File: src/rtl/mmio_uart_tx.sv
// mmio_uart_tx: store-bus snooping UART transmitter, FIFO-buffered 8N1 serial output
module mmio_uart_tx #(
  parameter int          CLKS_PER_BIT = 174,
  parameter logic [31:0] TX_ADDR      = 32'h0000_0100,
  parameter logic [31:0] CTRL_ADDR    = 32'h0000_0104,
  parameter int          FIFO_DEPTH   = 16
) (
  input  logic                          clk,
  input  logic                          reset,
  input  logic                          MemWrite,
  input  logic [31:0]                   DataAddr,
  input  logic [31:0]                   WriteData,
  output logic                          tx,
  output logic                          fifo_full,
  output logic                          fifo_empty,
  output logic [$clog2(FIFO_DEPTH):0]   fifo_count,
  output logic                          overflow,
  output logic                          busy
);
  localparam int PW = $clog2(FIFO_DEPTH);
  localparam int CW = $clog2(CLKS_PER_BIT);
  localparam logic [1:0] IDLE  = 2'd0;
  localparam logic [1:0] START = 2'd1;
  localparam logic [1:0] DATA  = 2'd2;
  localparam logic [1:0] STOP  = 2'd3;
  logic [1:0]    state;
  logic [CW-1:0] cnt;
  logic [2:0]    idx;
  logic [7:0]    shift;
  logic [7:0]    mem [FIFO_DEPTH];
  logic [PW-1:0] wr_ptr, rd_ptr;
  logic          push_req, clr_req, last, pop, push;
  logic          unused_wd;
  assign unused_wd  = &{1'b0, WriteData[31:8]};
  assign fifo_full  = fifo_count == (PW+1)'(FIFO_DEPTH);
  assign fifo_empty = fifo_count == '0;
  assign busy       = state != IDLE;
  // store decode and pop/push arbitration; a pop frees the slot a same-cycle push needs
  always_comb begin
    push_req = MemWrite && DataAddr == TX_ADDR;
    clr_req  = MemWrite && DataAddr == CTRL_ADDR && WriteData[0];
    last     = cnt == CW'(CLKS_PER_BIT - 1);
    pop      = !fifo_empty && (state == IDLE || (state == STOP && last));
    push     = push_req && (!fifo_full || pop);
  end
  // FIFO storage, not reset: occupancy alone decides what is valid
  always_ff @(posedge clk) begin
    if (push) mem[wr_ptr] <= WriteData[7:0];
  end
  // FIFO pointers, occupancy and sticky overflow (a drop beats a same-cycle clear)
  always_ff @(posedge clk) begin
    if (reset) begin
      wr_ptr     <= '0;
      rd_ptr     <= '0;
      fifo_count <= '0;
      overflow   <= 1'b0;
    end else begin
      if (push) wr_ptr <= wr_ptr + PW'(1);
      if (pop) rd_ptr <= rd_ptr + PW'(1);
      fifo_count <= fifo_count + (PW+1)'(push) - (PW+1)'(pop);
      overflow   <= (push_req && !push) ? 1'b1 : clr_req ? 1'b0 : overflow;
    end
  end
  // serial engine; tx is registered and set on the edge that enters each bit
  always_ff @(posedge clk) begin
    if (reset) begin
      state <= IDLE;
      cnt   <= '0;
      idx   <= '0;
      shift <= '0;
      tx    <= 1'b1;
    end else begin
      case (state)
        IDLE: if (pop) begin
          shift <= mem[rd_ptr];
          state <= START;
          cnt   <= '0;
          tx    <= 1'b0;
        end
        START: if (last) begin
          state <= DATA;
          idx   <= '0;
          cnt   <= '0;
          tx    <= shift[0];
        end else cnt <= cnt + CW'(1);
        DATA: if (last) begin
          cnt <= '0;
          if (idx == 3'd7) begin
            state <= STOP;
            tx    <= 1'b1;
          end else begin
            idx   <= idx + 3'd1;
            shift <= shift >> 1;
            tx    <= shift[1];
          end
        end else cnt <= cnt + CW'(1);
        default: if (last) begin
          cnt <= '0;
          if (pop) begin
            shift <= mem[rd_ptr];
            state <= START;
            tx    <= 1'b0;
          end else state <= IDLE;
        end else cnt <= cnt + CW'(1);
      endcase
    end
  end
endmodule

File: config.mk
export PLATFORM = sky130hd
export DESIGN_NAME = mmio_uart_tx
export DESIGN_NICKNAME = d
export VERILOG_FILES = /design/src/rtl/mmio_uart_tx.sv
export SDC_FILE = /design/constraint.sdc
export NUM_CORES = 1
export LEC_CHECK = 0
export BUFFER_PORTS_ARGS = -buffer_cell sky130_fd_sc_hd__buf_2
export CORE_MARGIN = 1
export CORE_UTILIZATION = 58
export DETAILED_ROUTE_END_ITERATION = 6
export PLACE_DENSITY = 0.83
export SKIP_CTS_REPAIR_TIMING = 1
export SLEW_MARGIN = 30
export SYNTH_ARGS = -nofsm -noshare
export SYNTH_HDL_FRONTEND = slang
export SYNTH_SLANG_ARGS = --single-unit
File: constraint.sdc
create_clock -name clk -period 3.6 [get_ports clk]
set_input_delay 0.72 -clock clk [delete_from_list [all_inputs] [get_ports clk]]
set_output_delay 0.72 -clock clk [all_outputs]
set_load 0.05 [all_outputs]
======== Word-level counts from Yosys, hierarchy flattened ========
Memories as Yosys holds them, arrays and structs flattened. A register that Yosys moved wholly into a read port is not among the register bits.
Cells that the tools add are included.
operators by class
  add/subtract/negate cells ............... 6
  equality and inequality tests ........... 13
  multiplexer cells ....................... 31
  bitwise gates (word level) .............. 1
  reduce and logical (&&, ||, !) cells .... 22
operator list
  cell                                                              number
  32-bit by 9-bit == test with 1-bit output, second input constant  2
  8-bit 2-to-1 mux                                                  7
  8-bit one-hot mux with 3 select lines                             1
  1-bit 2-to-1 mux                                                  10
  2-bit 2-to-1 mux                                                  5
  2-bit inequality test, second input constant                      5
  3-bit 2-to-1 mux                                                  3
  4-bit by 1-bit adder with 4-bit output, second input constant     2
  8-bit by 1-bit adder with 8-bit output, second input constant     1
  8-bit == test, second input constant                              1
  4-bit 2-to-1 mux                                                  2
  4-bit AND reduction                                               2
  2-bit nonzero test                                                4
  1-bit logical AND                                                 7
  2-bit one-hot mux with 3 select lines                             1
  3-bit one-hot mux with 2 select lines                             1
  5-bit by 1-bit adder with 5-bit output                            1
  5-bit == test, second input constant                              1
  5-bit logical NOT                                                 1
  5-bit AND reduction                                               1
  5-bit by 1-bit subtractor with 5-bit output                       1
  2-bit == test, second input constant                              2
  3-bit by 1-bit adder with 3-bit output, second input constant     1
  3-bit == test, second input constant                              1
  7 further kinds                                                   10
word-level totals
  flip-flop bits (word level) ............. 36
  RAM bits ................................ 128
  input port bits ......................... 67
  output and inout port bits .............. 10
  logic and storage cells ................. 83
  memories ................................ 1
memory list
  name  depth  bits a word  read ports  clocked after memory_dff  wr ports  RTL line  RTL
  mem   16     8            1           1                         1         30        logic [7:0] mem [FIFO_DEPTH];

======== Depth between registers and ports, before layout ========
  word-level depth ........................ 9
  mapped depth ............................ 15

======== Worst setup path after synthesis ========
No wires, ideal clock.
  path type ............................... register to register
  from .................................... reg fifo_count[4]
  to ...................................... reg fifo_count[4]
  arrival time ............................ 4.121 ns
  setup slack ............................. -0.649 ns
  cell stages (with the launch flop) ...... 13
  buffers on the path ..................... 0
  cell sequence ........................... dfxtp_1 > nor4bb_1 > nand2_1 > or2_2 > nand2_1 > o21ai_0 > ha_1 > fa_1 > a21oi_1 > nor2_1 > nor2_1 > xnor2_1 > nor2_1
RTL lines
  what                                         RTL line  RTL
  from (decl)                                  16        output logic [$clog2(FIFO_DEPTH):0] fifo_count,
  from (signal assigned)                       60        fifo_count <= fifo_count + (PW+1)'(push) - (PW+1)'(pop);
  5-bit == test                                35        assign fifo_full = fifo_count == (PW+1)'(FIFO_DEPTH);
  named net fifo_full                          14        output logic fifo_full,
  1-bit logical NOT                            44        push = push_req && (!fifo_full || pop);
  1-bit logical OR                             44
  1-bit logical AND                            44
  5-bit by 1-bit adder with 5-bit output       60
  5-bit by 1-bit subtractor with 5-bit output  60
The timed path passes the listed nets, and every way through them passes these cells.
A chain may end at the register's enable or synchronous reset.

======== Final worst setup path ========
  from .................................... reg cnt[1]
  to ...................................... reg fifo_count[4]
on the way
  longest elaborated chain between the ends .. 8
ends and longest elaborated chain
  what                                           RTL line  RTL
  from (decl)                                    27        logic [CW-1:0] cnt;
  from (signal assigned)                         85        end else cnt <= cnt + CW'(1);
  from (signal assigned)                         96        end else cnt <= cnt + CW'(1);
  from (signal assigned)                         104       end else cnt <= cnt + CW'(1);
  8-bit == test *                                42        last = cnt == CW'(CLKS_PER_BIT - 1);
  1-bit logical AND *                            43        pop = !fifo_empty && (state == IDLE || (state == STOP && last));
  1-bit logical OR *                             43
  1-bit logical AND *                            43
  1-bit logical OR                               44
  1-bit logical AND                              44
  5-bit by 1-bit adder with 5-bit output         60
  5-bit by 1-bit subtractor with 5-bit output *  60
Mark *: on every way between the ends. The rest lies on a longest branch, timed or not.

==> flow_summary_export.csv <==
group,metric,value,unit
layout,multi_input_area,2380,um2
layout,final_cells,699,
logic_synthesis,async_flop_share,0,
grt,grt_use_total,0.261,
power_and_ir_drop,p_per_area,685,nW/um2
drt,ant_nets,0,
worst_setup_path,cp_slowest_cell,"a31oi_2",
timing,drv_slew,0,
logic_synthesis,syn_nets,572,
timing,period_minus_slack,3030,ps
logic_synthesis,synthCells,486,
power_and_ir_drop,p_leak,2.83,nW
grt,grt_pass1_wl,24300,um
die,num_rows,40,
grt,grt-ovfl-total,0,
logic_synthesis,synth_seq_area_share,0.649,
worst_setup_path,crit_fanout,6,
worst_setup_path,cp_common_cell,"nor2_1",
die,fp.coreArea,12000,um2
logic_synthesis,synth_top_area_frac,0.537,
run_status,status,"complete, no violations",
logic_synthesis,ys_ff_latch,168,
drt,totalWireLength,15400,um
layout,seq_area,4650,um2
worst_setup_path,worstPathRequired,3900,ps
hold_path,hold_depth,2,
cts,cts-root-buf,"clkbuf_16",
cts,htreeDepth,4,
cts,cts_buffer_depth,2,
logic_synthesis,synth_edf_count,128,
place,place.gp.congestion,0.792,
place,hpwl,9890,um
logic_synthesis,yosys_warnings,0,
power_and_ir_drop,ir_drop,0.000492,V
cts,clkTransAtPathRegs,60,ps
place,dp_cells,667,
worst_setup_path,end_kind,"flop",
die,dieArea,12800,um2
timing,final_hold_viol_count,0,
logic_synthesis,synth_area_per_cell,14.7,um2
drt,vias_per_cell,6.47,
worst_setup_path,r2r_slack,570,ps
timing,whs,474,ps
flow_run,drv_cap,0,
hold_path,min_from,"shift[6]",
layout,layout-drive-gt1-share,0.236,
timing,worst_pin_slew,838,ps
grt,grt_max_degree,39,
hold_path,hold_class,"flop to flop",
hold_path,whs_endpoint,"shift[6]",
cts,cts_sinks,168,
die,initial_core_util,0.596,
worst_setup_path,crit_arrival,3330,ps
drt,wire_per_inst,22.0,um
worst_setup_path,cp_num_buf_inv,1,
worst_setup_path,reg2regPathDepth,14,
place,numPortBuffers,52,
cts,numCtsBuffers,17,
die,io_pins,77,
worst_setup_path,crit_type,"flop to flop",
timing,setup_viol,0,
layout,post-route-util,0.674,
worst_setup_path,r2r-end,"fifo_count[4]",
worst_setup_path,cp-start-kind,"flop",
die,die_x,113,um
timing,slew-limit-headroom,0.441,
logic_synthesis,synth_flop_cell,"edfxtp_1",
drt,drtIter0Drc,301,
timing,finalCritPeriodShare,0.841,
timing,timing.setup.tns,0,ps
layout,fillers,800,
grt,grt_pass1_vias,4461,
worst_setup_path,slowest_delay,420,ps
logic_synthesis,ys_types,54,
grt,antenna_found_initial,0,
timing,fmax,0.330,GHz
cts,cts_tree,"yes",
layout,diodes,0,
die,die_h,113,um
layout,area_growth,13.1,%
logic_synthesis,synth_top_cell_by_area,"edfxtp_1",
worst_setup_path,rr_startpoint,"cnt[1]",
drt,drcViolationCount,0,
worst_setup_path,critical_path.top_delay_family,"simple AND/OR/NAND/NOR gates",
timing,rsz0062_at_grt,"no",
layout,final_nets,625,
drt,drt_first_pass_iters,5,
logic_synthesis,syn-cell-area,7160,um2
cts,clk_latency,430,ps
drt,via_count,4522,
timing,clock_skew,9.72,ps
logic_synthesis,synth_area_leaders,"edfxtp_1, dfxtp_1, mux4_2, ha_1, and3_1",
worst_setup_path,cp_cell_sequence,"inv_1 > ha_1 > and4bb_1 > a31oi_2 > nor2_1 > nand2_1 > o21ai_0 > ha_1 > fa_1 > a21oi_1 > nor2_1 > nor2_1 > xnor2_1 > nor2_1",
cells in the final DEF (no fill, tap or decap), drive strengths merged, types with 3 or more instances in the layout:
cell type,count
and3,22
nor2,28
and2,3
or3,3
nor4b,3
buf,57
nor3,9
nand2b,3
mux4,28
nand4,4
o22ai,8
nand3,16
nor4,11
clkbuf,18
inv,19
mux2i,12
clkinvlp,3
edfxtp,128
a21oi,21
xnor2,6
o41ai,5
ha,18
a22o,5
nand2,11
clkinv,7
dfxtp,40
mux2,5
nor3b,4
a2bb2oi,4
o21ai,19
nor2b,8
Yosys cell counts, drive strengths merged (6+ instances only):
library cell / n
a21oi: 21
and3: 22
buf: 9
clkbuf: 14
dfxtp: 40
edfxtp: 128
ha: 18
inv: 15
mux2i: 12
mux4: 28
nand2: 11
nand3: 16
nor2: 28
nor2b: 8
nor3: 9
nor4: 11
o21ai: 19
o22ai: 8
xnor2: 6
metal layers:
metal  GRT usage  wire length [um]
met1       0.326              5840
met4       0.124               421
met2       0.436              8000
met5           0                 0
met3      0.0573              1090
per-stage QoR:
stage | worst slack, ps | total power, mW | cell area (um2)
floorplan | 295 | 3.56 | 7180
global placement | 335 | 3.85 | 7570
detailed placement | 245 | 3.93 | 7570
CTS | 580 | 5.56 | 8100
global route | 336 | 5.80 | 8100
finish | 571 | 5.55 | 8100
area by class of cell:
class                   instances  share of cell area
clock buffers                  18              0.0530
inverters                      15             0.00695
repair buffers                 57              0.0368
clock inverters                14              0.0122
well taps                     147              0.0227
flip-flops and latches        168               0.574
multi-input cells             280               0.295
flip-flops by register name, indices dropped and copies added (netlist names), 2 cells and up, named ones only:
| register | flops |
|---|---|
| mem | 128 |
| wr_ptr | 4 |
| cnt | 8 |
| state | 2 |
| shift | 8 |
| fifo_count | 5 |
| rd_ptr | 4 |
| idx | 3 |
worst min-delay path, cell delays in order, from the launching register on:
cell	delay, ps
dfxtp_1	310
nand3_1	60
o41ai_1	60
how the worst max path moves through the flow:
stage / end / from / cells past startpoint / slack, ps
6_report: fifo_count[4] / cnt[1] / 14 / 570
5_1_grt: fifo_count[4] / cnt[1] / 14 / 340
4_1_cts: fifo_count[4] / cnt[1] / 14 / 580
3_5_place_dp: fifo_count[4] / DataAddr[16] / 13 / 250
3_3_place_gp: fifo_count[4] / DataAddr[16] / 13 / 340
2_1_floorplan: fifo_count[4] / fifo_count[4] / 12 / 300
cell families after synthesis:
logic type,after synthesis,synth area share
compound gates,78,0.0713
xor+xnor,7,0.00856
fa+ha+maj,19,0.0342
buf+inv,38,0.0217
flops,168,0.649
mux,45,0.113
simple gates,131,0.103
power breakdown:
| part | switching [mW] | total, mW | internal (mW) |
|---|---|---|---|
| registers | 0.151 | 2.33 | 2.18 |
| logic | 0.907 | 1.58 | 0.677 |
| clock network | 0.753 | 1.64 | 0.883 |
| total | 1.81 | 5.55 | 3.74 |
Power figures use the tool's default switching activity.
